**src/rtl/memory_stage.sv**
```systemverilog
// Memory pipeline stage: takes one instruction from execute, runs loads/stores over a req/gnt/rvalid port, and hands a registered result to writeback.
// Optional define MEM_MISALIGN_TRAP_EN turns misaligned half/word accesses into a flagged result (wb_exc) without a memory request.
module memory_stage #(
    parameter int DATA_WIDTH = 32,
    parameter int ADDR_WIDTH = 32
) (
    input  logic                  clk,
    input  logic                  rst,
    input  logic                  ex_valid,
    output logic                  ex_ready,
    input  logic [DATA_WIDTH-1:0] ex_alu_result,
    input  logic [DATA_WIDTH-1:0] ex_rs2_data,
    input  logic [6:0]            ex_opcode,
    input  logic [2:0]            ex_funct3,
    input  logic [4:0]            ex_rd,
    output logic                  dmem_req,
    output logic                  dmem_we,
    output logic [ADDR_WIDTH-1:0] dmem_addr,
    output logic [DATA_WIDTH-1:0] dmem_wdata,
    output logic [3:0]            dmem_be,
    input  logic                  dmem_gnt,
    input  logic                  dmem_rvalid,
    input  logic [DATA_WIDTH-1:0] dmem_rdata,
    output logic                  wb_valid,
    input  logic                  wb_ready,
    output logic [DATA_WIDTH-1:0] wb_data,
    output logic [4:0]            wb_rd,
    output logic                  wb_reg_write,
    output logic                  wb_exc
);
    localparam logic [1:0] S_IDLE = 2'd0;
    localparam logic [1:0] S_REQ  = 2'd1;
    localparam logic [1:0] S_RESP = 2'd2;
    localparam logic [1:0] S_OUT  = 2'd3;

    localparam logic [6:0] OP_LOAD  = 7'b0000011;
    localparam logic [6:0] OP_STORE = 7'b0100011;

    logic [1:0]            state_reg;
    logic [ADDR_WIDTH-1:0] addr_reg;
    logic [DATA_WIDTH-1:0] rs2_reg;
    logic [2:0]            funct3_reg;
    logic                  is_store_reg;

    logic                  accept;
    logic                  new_is_load;
    logic                  new_is_store;
    logic                  new_is_mem;
    logic                  new_misaligned;
    logic [1:0]            off;
    logic [7:0]            rdata_byte [4];
    logic [7:0]            sel_byte;
    logic [15:0]           sel_half;
    logic [DATA_WIDTH-1:0] load_data;

    // Ready drops during reset so nothing is accepted while the stage is held.
    assign ex_ready     = !rst && ((state_reg == S_IDLE) || (state_reg == S_OUT && wb_ready));
    assign accept       = ex_valid && ex_ready;
    assign new_is_load  = (ex_opcode == OP_LOAD);
    assign new_is_store = (ex_opcode == OP_STORE);
    assign new_is_mem   = new_is_load || new_is_store;
    assign wb_valid     = (state_reg == S_OUT);

`ifdef MEM_MISALIGN_TRAP_EN
    logic new_half;
    logic new_word;
    assign new_half = new_is_load ? (ex_funct3[1:0] == 2'b01) : (ex_funct3 == 3'b001);
    assign new_word = new_is_load ? ex_funct3[1] : (ex_funct3[2] || ex_funct3[1]);
    assign new_misaligned = new_is_mem &&
                            ((new_half && ex_alu_result[0]) ||
                             (new_word && (ex_alu_result[1:0] != 2'b00)));
`else
    assign new_misaligned = 1'b0;
`endif

    assign off = addr_reg[1:0];

    generate
        for (genvar gi = 0; gi < 4; gi++) begin : g_lane
            assign rdata_byte[gi] = dmem_rdata[8*gi +: 8];
        end
    endgenerate

    assign sel_byte = rdata_byte[off];
    assign sel_half = off[1] ? dmem_rdata[31:16] : dmem_rdata[15:0];

    always_comb begin
        case (funct3_reg)
            3'b000:  load_data = {{(DATA_WIDTH-8){sel_byte[7]}}, sel_byte};
            3'b100:  load_data = {{(DATA_WIDTH-8){1'b0}}, sel_byte};
            3'b001:  load_data = {{(DATA_WIDTH-16){sel_half[15]}}, sel_half};
            3'b101:  load_data = {{(DATA_WIDTH-16){1'b0}}, sel_half};
            default: load_data = dmem_rdata;
        endcase
    end

    // The request bus is only non-zero in REQ, so it stays stable until gnt and clears with reset.
    always_comb begin
        dmem_req   = 1'b0;
        dmem_we    = 1'b0;
        dmem_addr  = '0;
        dmem_wdata = '0;
        dmem_be    = 4'b0000;
        if (state_reg == S_REQ) begin
            dmem_req  = 1'b1;
            dmem_we   = is_store_reg;
            dmem_addr = {addr_reg[ADDR_WIDTH-1:2], 2'b00};
            dmem_be   = 4'b1111;
            if (is_store_reg) begin
                case (funct3_reg)
                    3'b000: begin
                        dmem_wdata = {4{rs2_reg[7:0]}};
                        dmem_be    = 4'b0001 << off;
                    end
                    3'b001: begin
                        dmem_wdata = {2{rs2_reg[15:0]}};
                        dmem_be    = 4'b0011 << {off[1], 1'b0};
                    end
                    default: dmem_wdata = rs2_reg;
                endcase
            end
        end
    end

    always_ff @(posedge clk or posedge rst) begin
        if (rst) begin
            state_reg    <= S_IDLE;
            addr_reg     <= '0;
            rs2_reg      <= '0;
            funct3_reg   <= '0;
            is_store_reg <= 1'b0;
            wb_data      <= '0;
            wb_rd        <= '0;
            wb_reg_write <= 1'b0;
            wb_exc       <= 1'b0;
        end else if (accept) begin
            addr_reg     <= ex_alu_result[ADDR_WIDTH-1:0];
            rs2_reg      <= ex_rs2_data;
            funct3_reg   <= ex_funct3;
            is_store_reg <= new_is_store;
            wb_data      <= ex_alu_result;
            wb_rd        <= ex_rd;
            wb_reg_write <= !new_is_store && (ex_rd != 5'd0) && !new_misaligned;
            wb_exc       <= new_misaligned;
            state_reg    <= (new_is_mem && !new_misaligned) ? S_REQ : S_OUT;
        end else begin
            case (state_reg)
                S_REQ: begin
                    if (dmem_gnt) begin
                        state_reg <= is_store_reg ? S_OUT : S_RESP;
                    end
                end
                S_RESP: begin
                    if (dmem_rvalid) begin
                        wb_data   <= load_data;
                        state_reg <= S_OUT;
                    end
                end
                S_OUT: begin
                    if (wb_ready) begin
                        state_reg <= S_IDLE;
                    end
                end
                default: state_reg <= S_IDLE;
            endcase
        end
    end
endmodule

```
**config.mk**
```make
export PLATFORM = sky130hd
export DESIGN_NAME = memory_stage
export DESIGN_NICKNAME = d
export VERILOG_FILES = /design/src/rtl/memory_stage.sv
export SDC_FILE = /design/constraint.sdc
export NUM_CORES = 1
export LEC_CHECK = 0
export CAP_MARGIN = 5
export CORE_MARGIN = 3
export CORE_UTILIZATION = 47
export CTS_BUF_LIST = sky130_fd_sc_hd__clkbuf_16
export CTS_CLUSTER_SIZE = 8
export DETAILED_ROUTE_END_ITERATION = 10
export PLACE_DENSITY = 0.84
export SYNTH_ARGS = -nofsm -noshare
export SYNTH_HDL_FRONTEND = slang
export SYNTH_SLANG_ARGS = --single-unit
```
**constraint.sdc**
```tcl
create_clock -name clk -period 10.5 [get_ports clk]
set_clock_uncertainty 0.1 [all_clocks]
set_input_delay 2.1 -clock clk [delete_from_list [all_inputs] [get_ports clk]]
set_output_delay 2.1 -clock clk [all_outputs]
set_load 0.01 [all_outputs]
```
### Word level (Yosys, flattened, before mapping)

Index checks and enable logic that the tools add are counted.

* multiplexer cells: 24
* bitwise gates (word level): 1
* equality and inequality tests: 11
* shift operators: 2
* reductions and logical operators: 15
* $lt $le $gt $ge: 1

Operators by type and width (count)
* 32-bit 2-to-1 mux: 6
* 32-bit case mux with 4 select lines: 1
* 32-bit case mux with 2 select lines: 1
* 8-bit binary-select mux with 2-bit select: 1
* 16-bit 2-to-1 mux: 1
* 8-bit 2-to-1 mux: 2
* 2-bit 2-to-1 mux: 5
* 4-bit 2-to-1 mux: 2
* 4-bit case mux with 2 select lines: 1
* 7-bit by 2-bit == test with 1-bit output (second input constant): 1
* 7-bit by 6-bit == test with 1-bit output (second input constant): 1
* 3-bit == test (second input constant): 2
* 3-bit != test (second input constant): 2
* 2-bit case mux with 3 select lines: 1
* 5-bit nonzero test: 1
* 2-bit == test (second input constant): 2
* 1-bit logical AND: 4
* 2-bit nonzero test: 2
* 1-bit by 2-bit << shifter with 4-bit output (first input constant): 1
* 2-bit by 2-bit << shifter with 4-bit output (first input constant): 1
* 3-bit by 1-bit == test with 1-bit output (second input constant): 1
* 3-bit greater-or-equal comparator (second input constant): 1
* 3-bit logical NOT: 1
* 1-bit 2-to-1 mux: 3
* 8 further kinds: 10

* output and inout port bits: 111
* register bits after elaboration: 108
* input bits: 117
* word-level logic and storage cells: 62

### Depth between registers and ports, before layout

Gate-level depths: netlist (run 1).

* depth after elaboration: 8
* gate-level depth with buffers: 9
* gate-level depth less buffers: 6

### Worst setup path before layout (run 1)

Ideal clock, no wire load.

* path type: in2out
* start: input port rst
* end: output port ex_ready
* required time: 8300 ps
* cell stages on the path: 2
* buffers on the path: 0
* arrival: 4740 ps
* setup slack: 3560 ps
* cell sequence: inv_1 > and2_1

* longest elaborated chain between the ends: 2

RTL lines
* start: declaration: line 8 `input logic rst,`
* 1-bit logical NOT (no source line)
* 1-bit logical AND: line 57 `assign ex_ready = !rst && ((state_reg == S_IDLE) || (state_reg == S_OUT && wb_ready));`
* end: declaration: line 10 `output logic ex_ready,`

Every way passes these cells.

### Final worst setup path (run 1)

Ends and elaborated chain as after synthesis.

==> summary by stage, run 1 <==
Run status
The flow ran to the end, and the final reports show no timing, DRC or antenna violations.

Finish
The final layout contains 997 nets. The antenna diode instance count is 0. The area growth from synthesis to layout is 45.1%. Fill cells in the final layout number 906. The core occupancy in the finished layout is 70.6%. Summing all multi-input logic gate instances after layout gives around 0.0026 mm².

Summing all flip-flop and latch instances after layout gives 0.00270 mm². With fillers left out, the area of the finished cells amounts to 0.00816 mm². The post-route netlist has 3.63% of its cells at a drive strength greater than 1.

CTS
In this run, post-CTS repair resized a total of 0 instances. The number of buffers created by CTS is 9. Clock latency on the worst-skew pair, taken at its later pin, is 340 ps. The hold buffer count at cts is 0.

The deepest level of the CTS H-tree is 3. The tree is rooted in a sky130_fd_sc_hd__clkbuf_16. The post-CTS setup buffer count is 0. Clock tree synthesis found a total of 108 sinks.

The maximum clock insertion buffer count is 2. After clock tree synthesis, the clock-pin slew on the worst setup and hold paths is roughly 70 ps. The CTS tree is yes.

STA
The summed negative setup slack over all endpoints is 0 ps. The maximum clock rate is 168 MHz. The routed design could run at a clock period as short as 5950 ps. The final hold violation count was 0. The worst pin sits at a relative slew slack of 26.2%.

The setup violation total in the final timing report is 0. Hold timing on the final database bottoms out at a slack of 371 ps. At the pin with the least slew margin, the transition time is 1110 ps. The max-slew violation count is 0. Setup repair after global routing left no endpoint under its margin. The period utilization is between 50% and 60%.

Logic synthesis
For this run, the register share of the synthesized area comes to 48.1%. In this run, synthesis inferred 0 flip-flops with an integrated enable. The flip-flop cell with the highest count after synthesis is sky130_fd_sc_hd__dfrtp_1. After synthesis, the share of flip-flops with an asynchronous set or reset is 100%. The post-synthesis average cell area is 8.20 µm². Yosys printed 0 warnings.

In the synthesized netlist, the number of instances is approximately 700. Of all cell types, the one taking the most synthesized area is sky130_fd_sc_hd__dfrtp_1. Yosys mapped the design onto 40 distinct sky130hd cell types. By area the synthesized netlist is led by sky130_fd_sc_hd__dfrtp_1, sky130_fd_sc_hd__nand2_1, sky130_fd_sc_hd__o21ai_0, sky130_fd_sc_hd__mux2i_1, sky130_fd_sc_hd__nor2_1. In this run the cell area of the synthesized design comes to 0.00562 mm².

The synthesized design contains between 100 and 150 register bits. The synthesized design devotes to its leading area cell type 48.1% of total area.

Routing
The routed design has 19.0 mm of wire. After the first detailed-routing iteration, the DRC count stood at approximately 500. The average wire per cell in the routed design is 18.5 µm. The final routed DRC violation total is 0.

The routed layout has around 5,700 vias. The count of antenna-violating nets left after detailed routing is 0. For this run, the detailed router's first-pass iteration total came to 5.

The via-per-instance ratio is ~5.6.

Floorplanning
The number of primary I/O pins is 228. In this run the core area contains 39 standard-cell rows. The die area is between 0.01 and 0.015 mm². The core box area is 0.0116 mm². The die outline width is 115 µm. In this run the vertical extent of the chip is 115 µm. For this configuration, the core starts out at a cell density of 48.6%.

Pwr
The power density relative to cell area is 254 mW/mm². Summing internal, switching and leakage power gives slightly above 0.002 W. The highest ir drop seen on vdd is 0.103 mV. The static power due to leakage is about 3.6 nW.

Worst hold path
The class of the tightest hold or removal check is flip-flop to flip-flop. The endpoint of the worst hold-timing path is addr_reg[13]$_DFFE_PP0P_. The worst hold path was traced through 2 stages.

The startpoint of the lowest-slack hold path is addr_reg[13]$_DFFE_PP0P_.

Global route
The met1 routing resource usage after global routing is 35.9%. The initial antenna violation count was 0. The total global routing track utilization is 28.3%. The total overflow left after global routing is 0. In the global route stage, met2 resource usage came out at 48.2%. The global routing's busiest layer is met2. The number of global-route vias before repair is 5,727. The met3 usage is 5.74%. The first global-routing pass estimated 29.9 mm of wire. Entering global routing, the biggest net connects 105 pins.

Worst setup path
The capturing point of the worst reg2reg path is wb_data[8]$_DFFE_PP0P_. Of all nets on the critical path, the largest fanout is 47. The class of the most critical setup path is primary input to output port. The startpoint identified for the worst register-to-register timing path is state_reg[0]$_DFFE_PP0P_. The startpoint kind of the worst setup timing path is a primary input. The data arrival time at the worst-slack endpoint is 3750 ps. The worst reg-to-reg setup slack is 7740 ps. STA classifies the critical path endpoint as an output port.

For the worst flop-to-flop path, the logic depth is 6. The data required time at the worst endpoint is around 8300 ps.

Placed design
The cell area after placement is 0.00787 mm². The count of input and output buffers is 224. The congestion estimate from routability-driven global placement came to between 0.9 and 1. The HPWL after detailed placement is 13.5 mm.

Job
The tool flagged a number of max-cap violations equal to 0.
==> power by group <==
| group | internal, W | switching [W] | total (W) | leakage, nW |
|---|---|---|---|---|
| sequential | 0.000616 | 0.000155 | 0.000772 | 1.32 |
| clock | 0.000184 | 0.000155 | 0.000339 | 0.136 |
| combinational | 0.000447 | 0.000517 | 0.000964 | 2.18 |
| total | 0.00125 | 0.000827 | 0.00207 | 3.64 |
==> Yosys cell counts (2+ instances only) <==
library cell,instances
sky130_fd_sc_hd__nand2_1,227
sky130_fd_sc_hd__dfrtp_1,108
sky130_fd_sc_hd__o21ai_0,58
sky130_fd_sc_hd__nor2_1,40
sky130_fd_sc_hd__inv_1,37
sky130_fd_sc_hd__clkbuf_1,32
sky130_fd_sc_hd__a21oi_1,26
sky130_fd_sc_hd__a22oi_1,19
sky130_fd_sc_hd__mux2i_1,17
sky130_fd_sc_hd__and2_1,13
sky130_fd_sc_hd__a221oi_1,9
sky130_fd_sc_hd__and3_1,9
sky130_fd_sc_hd__buf_2,9
sky130_fd_sc_hd__nand2b_1,9
sky130_fd_sc_hd__a211oi_1,8
sky130_fd_sc_hd__a221o_1,8
sky130_fd_sc_hd__mux2_2,6
sky130_fd_sc_hd__buf_1,5
sky130_fd_sc_hd__nor3_1,5
sky130_fd_sc_hd__o211ai_1,5
sky130_fd_sc_hd__a2111oi_0,4
sky130_fd_sc_hd__buf_4,4
sky130_fd_sc_hd__ha_1,4
sky130_fd_sc_hd__nand3b_1,4
sky130_fd_sc_hd__a21o_1,3
sky130_fd_sc_hd__a21oi_4,2
sky130_fd_sc_hd__nor2b_1,2
==> through the flow <==
stage | setup slack [ps] | cells
final | 4550 | 1024
after global routing | 4410 | 1024
after CTS | 4490 | 1024
after detailed placement | 4490 | 1008
after global placement | 4510 | 1008
after floorplan | 3560 | 688
==> per-layer routing <==
layer	vias to the layer above	wire length [µm]
li1	2648	-
met1	2678	7410
met2	327	9220
met3	43	1780
met4	0	547
met5	-	0
==> critical path, stage by stage <==
cell                              delay [ps]
sky130_fd_sc_hd__clkdlybuf4s50_1         460
sky130_fd_sc_hd__inv_4                   430
sky130_fd_sc_hd__and2_1                  220
sky130_fd_sc_hd__clkdlybuf4s50_1         530
==> worst max-delay path by stage <==
stage	slack, ps	startpoint	cells after the start	to
floorplan	3560	rst	2	ex_ready
global placement	4510	rst	4	ex_ready
detailed placement	4490	rst	4	ex_ready
CTS	4490	rst	4	ex_ready
global route	4410	rst	4	ex_ready
finish	4550	rst	4	ex_ready
==> cell families (layout without fill, tap and decap cells) <==
family / after synthesis / after routing / share of synthesized area, %
simple gates: 315 / 315 / 23.1
compound gates: 146 / 146 / 16.8
flops: 108 / 108 / 48.1
buf+inv: 88 / 281 / 6.47
mux: 24 / 24 / 4.63
fa+ha+maj: 4 / 4 / 0.890
other cells: 1 / 3 / 0.0667
==> area by class of cell <==
class | count | area share (%)
well taps | 143 | 2.19
repair buffers | 228 | 27.8
clock buffers | 9 | 2.76
flip-flops and latches | 108 | 33.1
clock inverters | 7 | 0.843
inverters | 37 | 1.73
multi-input cells | 492 | 31.5
==> layout by cell type, fill, tap and decap left out, drive strengths merged, types with 2 or more instances in the layout <==
master	Yosys	routed
ha	4	4
clkinvlp	0	3
nor3	5	5
a22oi	19	19
a21o	3	3
inv	37	38
buf	19	4
and2	13	13
nand2	227	227
a221o	8	8
clkdlybuf4s50	0	224
dfrtp	108	108
nor2b	2	2
a221oi	9	9
and3	9	9
mux2	6	6
a2111oi	4	4
mux2i	17	17
nand2b	9	9
a21oi	28	28
o211ai	5	5
clkbuf	32	9
conb	1	3
clkinv	0	2
nand3b	4	4
a211oi	8	8
nor2	41	41
o21ai	58	58
Note: power is estimated with default switching activity, not from simulation.
==> run 2, diff against run 1 <==
CORE_UTILIZATION = 40   (was 47)
PLACE_DENSITY = 0.76   (was 0.84)
clock period = 5.26 ns   (was 10.5 ns; I/O delays follow)
==> summary by stage, run 2 (synthesis gave the netlist of run 1 again) <==
CTS
The clock latency reported for the late side of the worst-skew pair is 350 ps (was 340 ps). The library cell used as clock root buffer is sky130_fd_sc_hd__clkbuf_16 (unchanged). The post-CTS setup buffer count is 0 (unchanged).

The total of cells resized after clock tree synthesis was 0 (unchanged). The clock sink count is 108 (unchanged). The deepest level of the CTS H-tree is 3 (unchanged).

The hold buffer count at cts is 0 (unchanged). The CTS tree is yes (unchanged). The number of buffers created by CTS was 9 (unchanged). The clock transition at the registers of the reported paths was 70 ps (about the same).

The maximum clock insertion buffer count is 2 (unchanged).

Worst setup path
The capturing point of the worst reg2reg path is wb_data[31]$_DFFE_PP0P_ (was wb_data[8]$_DFFE_PP0P_). The startpoint kind of the worst setup timing path is a flip-flop (was primary input). The length in cells of the worst reg-to-reg path is 4 (was 6). The data required time at the worst endpoint is 4110 ps (was 8300 ps).

The buffers plus inverters on the worst setup path is 3 (unchanged). The type of destination of the critical path is an output port (unchanged). The maximum fanout along the worst path is 25 (was 47).

The reg-to-reg startpoint is addr_reg[1]$_DFFE_PP0P_ (was state_reg[0]$_DFFE_PP0P_). The master of the slowest instance on the critical path is sky130_fd_sc_hd__clkdlybuf4s50_1 (unchanged). Critical-path cell list: inv_1 -> ha_1 -> buf_4 -> nand2_1 -> a211oi_1 -> clkdlybuf4s50_1 (was clkdlybuf4s50_1 -> inv_4 -> and2_1 -> clkdlybuf4s50_1).

The data arrival time at the worst-slack endpoint is 2920 ps (was 3750 ps). The class of the most critical setup path is flip-flop to output port (was primary input to output port). The worst reg-to-reg setup slack is 2630 ps (was 7740 ps). The gate family responsible for the most delay along the worst path is buffers and inverters (unchanged). The stage delay of the slowest cell on the critical path was 600 ps (was 530 ps).

Job
The count of max-cap constraint violations is 0 (unchanged).

Placed design
The count of input and output buffers was 224 (unchanged). The final HPWL from detailed placement is 13.5 mm (about the same). The final weighted congestion in routability-driven placement was 0.898 (was 0.974). The number of cells in the design after placement is 1,045 (was 1,008).

Pwr
The highest ir drop seen on vdd came to 0.185 mV (was 0.103 mV). The power density relative to cell area was 501 mW/mm² (was 254 mW/mm²). The static power due to leakage is 3.66 nW (was 3.64 nW).

Finish
The commonest non-fill, non-tap cell in the layout is sky130_fd_sc_hd__nand2_1 (unchanged). The antenna diode instance count came to 0 (unchanged). Top library cells by usage in the layout, fill and taps aside: sky130_fd_sc_hd__nand2_1, sky130_fd_sc_hd__clkdlybuf4s50_1, sky130_fd_sc_hd__dfrtp_1 (unchanged). The area taken by multi-input logic gates is 0.00257 mm² (unchanged).

The post-synthesis to final-layout area growth is 46.3% (was 45.1%). The layout cell share with drive strength beyond 1 is 4.07% (was 3.63%). The core occupancy in the finished layout is 60.9% (was 70.6%).

The post-layout instance count excluding filler cells came to 1,060 (was 1,024). The register cell area after layout is 0.00270 mm² (unchanged). The fill cell instance count of the final layout is 1,213 (was 906). The number of nets in the finished design is 1,001 (was 997).

Global route
The total global routing track utilization is 23.6% (was 28.3%). The wire length of the first global-routing pass came to 29.5 mm (was 29.9 mm). The pin count of the biggest net entering global routing was 71 (was 105). The initial antenna violation count is 0 (unchanged). The residual overflow from global routing was 0 (unchanged). The number of global-route vias before repair is 5,487 (was 5,727).

Routing
The via-per-instance ratio came to 5.18 (was 5.56). The detailed-routing iteration count for the pre-antenna-repair pass is 5 (unchanged). The average wire per cell in the routed design is 17.6 µm (was 18.5 µm). The total number of vias is 5,492 (was 5,696). The number of DRC markers after the initial detailed-route iteration was 476 (was 503). The final routed DRC violation total was 0 (unchanged). The count of antenna-violating nets left after detailed routing is 0 (unchanged). The total wirelength of the detailed-routed design came to 18.6 mm (was 19.0 mm).

Floorplanning
The chip height came to 125 µm (was 115 µm). The die outline width is 125 µm (was 115 µm). The number of primary I/O pins is 228 (unchanged). The initial cell density of the core is 41.6% (was 48.6%).

The die area is 0.0155 mm² (was 0.0133 mm²). The core box area is 0.0135 mm² (was 0.0116 mm²). The number of placement rows came to 42 (was 39).

STA
The setup violation total in the final timing report is 0 (unchanged). The relative slew slack is 26.6% (was 26.2%). Unrepaired setup endpoints after global routing: false (unchanged). The final hold violation count is 0 (unchanged).

The smallest clock period supported by the final layout is computed as 4070 ps. The worst path uses 77.4% of the clock period. Based on the critical path, the design can be clocked at up to 246 MHz. The summed negative setup slack over all endpoints came to 0 ps (unchanged). The slew at the pin with the worst max-slew slack is 1100 ps (was 1110 ps). The max-slew violation count is 0 (unchanged).

Worst hold path
The endpoint of the worst hold-timing path is addr_reg[10]$_DFFE_PP0P_ (was addr_reg[13]$_DFFE_PP0P_). The class of the tightest hold or removal check is flip-flop to flip-flop (unchanged). The worst hold path stage count is 2 (unchanged).

The startpoint of the lowest-slack hold path is addr_reg[10]$_DFFE_PP0P_ (was addr_reg[13]$_DFFE_PP0P_).

Run status
Result of the run: completed (unchanged).
[run 2: cell types whose count changed in the layout (fill, tap and decap cells not counted), sizes merged]
| cell | change |
|---|---|
| clkinvlp | -2 |
| clkinv | +1 |
| buf | +4 |
[run 2: per-layer routing]
| metal | global-route usage (%) | routed length, µm | up-vias |
|---|---|---|---|
| met1 | 31.5 | 7880 | 2587 |
| met3 | 5.53 | 1670 | 20 |
| met4 | 6.58 | 307 | 0 |
| li1 | - | - | 2654 |
| met2 | 38.5 | 8780 | 231 |
| met5 | 0 | 0 | - |
[run 2: final cells by class]
type / count / share of cell area (%)
Sequential cell: 108 / 32.8
Multi-Input combinational cell: 492 / 31.2
Timing Repair Buffer: 232 / 28.0
Clock buffer: 9 / 2.74
Tap cell: 176 / 2.68
Inverter: 37 / 1.72
Clock inverter: 6 / 0.821
[run 2: worst max path at each step]
stage / end / slack, ps / start / depth (start not counted)
global route: dmem_wdata[25] / 900 / state_reg[1]$_DFFE_PP0P_ / 6
global placement: dmem_wdata[28] / 1610 / state_reg[1]$_DFFE_PP0P_ / 6
finish: dmem_wdata[27] / 1190 / state_reg[1]$_DFFE_PP0P_ / 6
CTS: dmem_wdata[27] / 1180 / state_reg[1]$_DFFE_PP0P_ / 6
floorplan: ex_ready / 420 / rst / 2
detailed placement: dmem_wdata[27] / 1570 / state_reg[1]$_DFFE_PP0P_ / 6
[run 2: where the power goes]
| group | switching [W] | internal, W | leakage, nW | total, W |
|---|---|---|---|---|
| combinational | 0.00101 | 0.000899 | 2.20 | 0.00191 |
| sequential | 0.000306 | 0.00123 | 1.32 | 0.00154 |
| clock | 0.000309 | 0.000368 | 0.143 | 0.000677 |
[run 2: worst reg2reg max path: cells and delay by family, from the launching register on]
family / cells / cell delay (ps)
compound gates: 2 / 620
flops: 1 / 1030
mux: 2 / 730
[run 2: per-stage QoR]
stage,total power (W),area [µm²],worst slack [ps],hold slack [ps]
6_report,0.00412,8230,1190,369
5_1_grt,0.00442,8230,896,394
4_1_cts,0.00415,8230,1180,376
3_5_place_dp,0.00346,7940,1570,356
3_3_place_gp,0.00342,7940,1610,350
2_1_floorplan,0.00261,5630,416,337
==> run 3, diff against run 2 <==
clock period = 3.4 ns   (was 5.26 ns; I/O delays follow)
==> summary by stage, run 3 (synthesis gave the netlist of run 1 again) <==
Run status
Result of the run: completed (unchanged).

CTS
The clock transition at the registers of the reported paths is 60 ps (was 70 ps). The clock latency reported for the late side of the worst-skew pair came to 360 ps (was 350 ps). The total of cells resized after clock tree synthesis came to 0 (unchanged). The CTS tree is yes (unchanged). The number of buffers created by CTS was 9 (unchanged).

The deepest level of the CTS H-tree is 3 (unchanged). The post-CTS setup buffer count is 0 (unchanged). The hold buffer count at cts came to 0 (unchanged). The clock sink count came to 108 (unchanged).

The library cell used as clock root buffer was sky130_fd_sc_hd__clkbuf_16 (unchanged). The maximum clock insertion buffer count is 2 (unchanged).

Global route
The total global routing track utilization was 24.1% (was 23.6%). The number of global-route vias before repair is 5,504 (was 5,487). The pin count of the biggest net entering global routing is 60 (was 71). The wire length of the first global-routing pass is 30.0 mm (was 29.5 mm). The initial antenna violation count is 0 (unchanged). The residual overflow from global routing is 0 (unchanged).

Placed design
The worst-case setup slack after placement is 466 ps (was 1570 ps). The count of input and output buffers was 224 (unchanged). The final HPWL from detailed placement is 13.8 mm (was 13.5 mm). The final weighted congestion in routability-driven placement was 0.882 (was 0.898). The cell area after placement came to 0.00802 mm² (was 0.00794 mm²).

Worst hold path
The class of the tightest hold or removal check was flip-flop to flip-flop (unchanged).

Worst setup path
The worst reg-to-reg setup slack is 920 ps (was 2630 ps). The gate family responsible for the most delay along the worst path was buffers and inverters (unchanged). The maximum fanout along the worst path is 23 (was 25). The startpoint kind of the worst setup timing path is a flip-flop (unchanged). The data arrival time at the worst-slack endpoint is 2360 ps (was 2920 ps). The buffers plus inverters on the worst setup path was 3 (unchanged).

The class of the most critical setup path is flip-flop to output port (unchanged). The stage delay of the slowest cell on the critical path is 630 ps (was 600 ps). The master of the slowest instance on the critical path was sky130_fd_sc_hd__clkdlybuf4s50_1 (unchanged). Counting stages on the worst path, the most repeated cell is sky130_fd_sc_hd__inv_1. Critical-path cell list: inv_1 -> ha_1 -> inv_1 -> a31oi_1 -> clkdlybuf4s50_1 (was inv_1 -> ha_1 -> buf_4 -> nand2_1 -> a211oi_1 -> clkdlybuf4s50_1).

The data required time at the worst endpoint came to 2620 ps (was 4110 ps). The type of destination of the critical path is an output port (unchanged).

STA
For the finished layout, the period the worst path requires is 3140 ps. Unrepaired setup endpoints after global routing: false (unchanged). The relative slew slack came to 47.0% (was 26.6%).

The period utilization is slightly above 90%. The final hold violation count is 0 (unchanged). The setup violation total in the final timing report is 0 (unchanged).

The worst-case setup margin in the final layout came to 264 ps (was 1190 ps). The slew at the pin with the worst max-slew slack is 795 ps (was 1100 ps). Based on the critical path, the design can be clocked at up to 319 MHz. The max-slew violation count is 0 (unchanged). The summed negative setup slack over all endpoints is 0 ps (unchanged).

Routing
The number of DRC markers after the initial detailed-route iteration is 382 (was 476). The final routed DRC violation total came to 0 (unchanged). The total number of vias is 5,535 (was 5,492). The total wirelength of the detailed-routed design is 19.1 mm (was 18.6 mm). The detailed-routing iteration count for the pre-antenna-repair pass is 5 (unchanged). The via-per-instance ratio is 5.18 (about the same). The average wire per cell in the routed design is 17.8 µm (was 17.6 µm). The count of antenna-violating nets left after detailed routing was 0 (unchanged).

Pwr
The static power due to leakage is 3.72 nW (was 3.66 nW). The power density relative to cell area was 780 mW/mm² (was 501 mW/mm²). The highest ir drop seen on vdd came to 0.322 mV (was 0.185 mV). The total power consumption of the routed design is 0.00650 W (was 0.00412 W).

Finish
The commonest non-fill, non-tap cell in the layout is sky130_fd_sc_hd__nand2_1 (unchanged). The post-synthesis to final-layout area growth came to 48.1% (was 46.3%). The core occupancy in the finished layout is 61.7% (was 60.9%).

The layout cell share with drive strength beyond 1 is 4.93% (was 4.07%). Top library cells by usage in the layout, fill and taps aside: sky130_fd_sc_hd__nand2_1, sky130_fd_sc_hd__clkdlybuf4s50_1, sky130_fd_sc_hd__dfrtp_1 (unchanged). The area of all placed cells without fillers was 0.00833 mm² (was 0.00823 mm²). The antenna diode instance count is 0 (unchanged).

The number of nets in the finished design was 1,009 (was 1,001).

Floorplanning
The die outline width came to 125 µm (unchanged). The chip height is 125 µm (unchanged). The core box area is 0.0135 mm² (unchanged).

The die area is 0.0155 mm² (unchanged). The initial cell density of the core is 41.6% (unchanged). The number of primary I/O pins is 228 (unchanged). The number of placement rows came to 42 (unchanged).

Job
The count of max-cap constraint violations was 0 (unchanged).
[run 3: metrics by stage]
step	hold WS, ps	instances
after floorplan	337	688
after global placement	350	1053
after detailed placement	359	1053
after CTS	376	1068
after global routing	395	1068
final	368	1068
[run 3: final timing paths]
kind                                          start                  endpoint  cells after the start
max                        state_reg[1]$_DFFE_PP0P_                dmem_be[3]                      5
min                         addr_reg[7]$_DFFE_PP0P_   addr_reg[7]$_DFFE_PP0P_                      2
max reg2reg                 addr_reg[1]$_DFFE_PP0P_   wb_data[23]$_DFFE_PP0P_                      5
min reg2reg                 addr_reg[7]$_DFFE_PP0P_   addr_reg[7]$_DFFE_PP0P_                      2
max in group asynchronous                       rst  state_reg[1]$_DFFE_PP0P_                      4
min in group asynchronous                       rst  addr_reg[16]$_DFFE_PP0P_                      3
[run 3: area by class of cell]
class | instances | area [µm²]
clock buffers | 9 | 225
multi-input cells | 492 | 2570
flip-flops and latches | 108 | 2700
well taps | 176 | 220
fillers | 1177 | 5170
clock inverters | 6 | 81.3
inverters | 37 | 143
repair buffers | 240 | 2390
[run 3: power breakdown]
group | internal (W) | switching [W] | leakage, nW
Clock | 0.000638 | 0.000470 | 0.158
Combinational | 0.00143 | 0.00164 | 2.24
Sequential | 0.00190 | 0.000410 | 1.32
[run 3: worst register-to-register path, cell delays in order, from the launching register on]
cell                      delay, ps
sky130_fd_sc_hd__dfrtp_1        570
sky130_fd_sc_hd__buf_4          340
sky130_fd_sc_hd__mux2_2         380
sky130_fd_sc_hd__mux2_2         290
sky130_fd_sc_hd__a21oi_4        490
sky130_fd_sc_hd__a22oi_1        150
[run 3: per-layer routing]
metal / vias up / track usage [%] / part of all wire [%]
met3: 33 / 5.87 / 7.8
met5: - / 0 / 0
met2: 222 / 38.7 / 46
met4: 0 / 8.38 / 2.4
li1: 2677 / - / -
met1: 2603 / 31.9 / 44
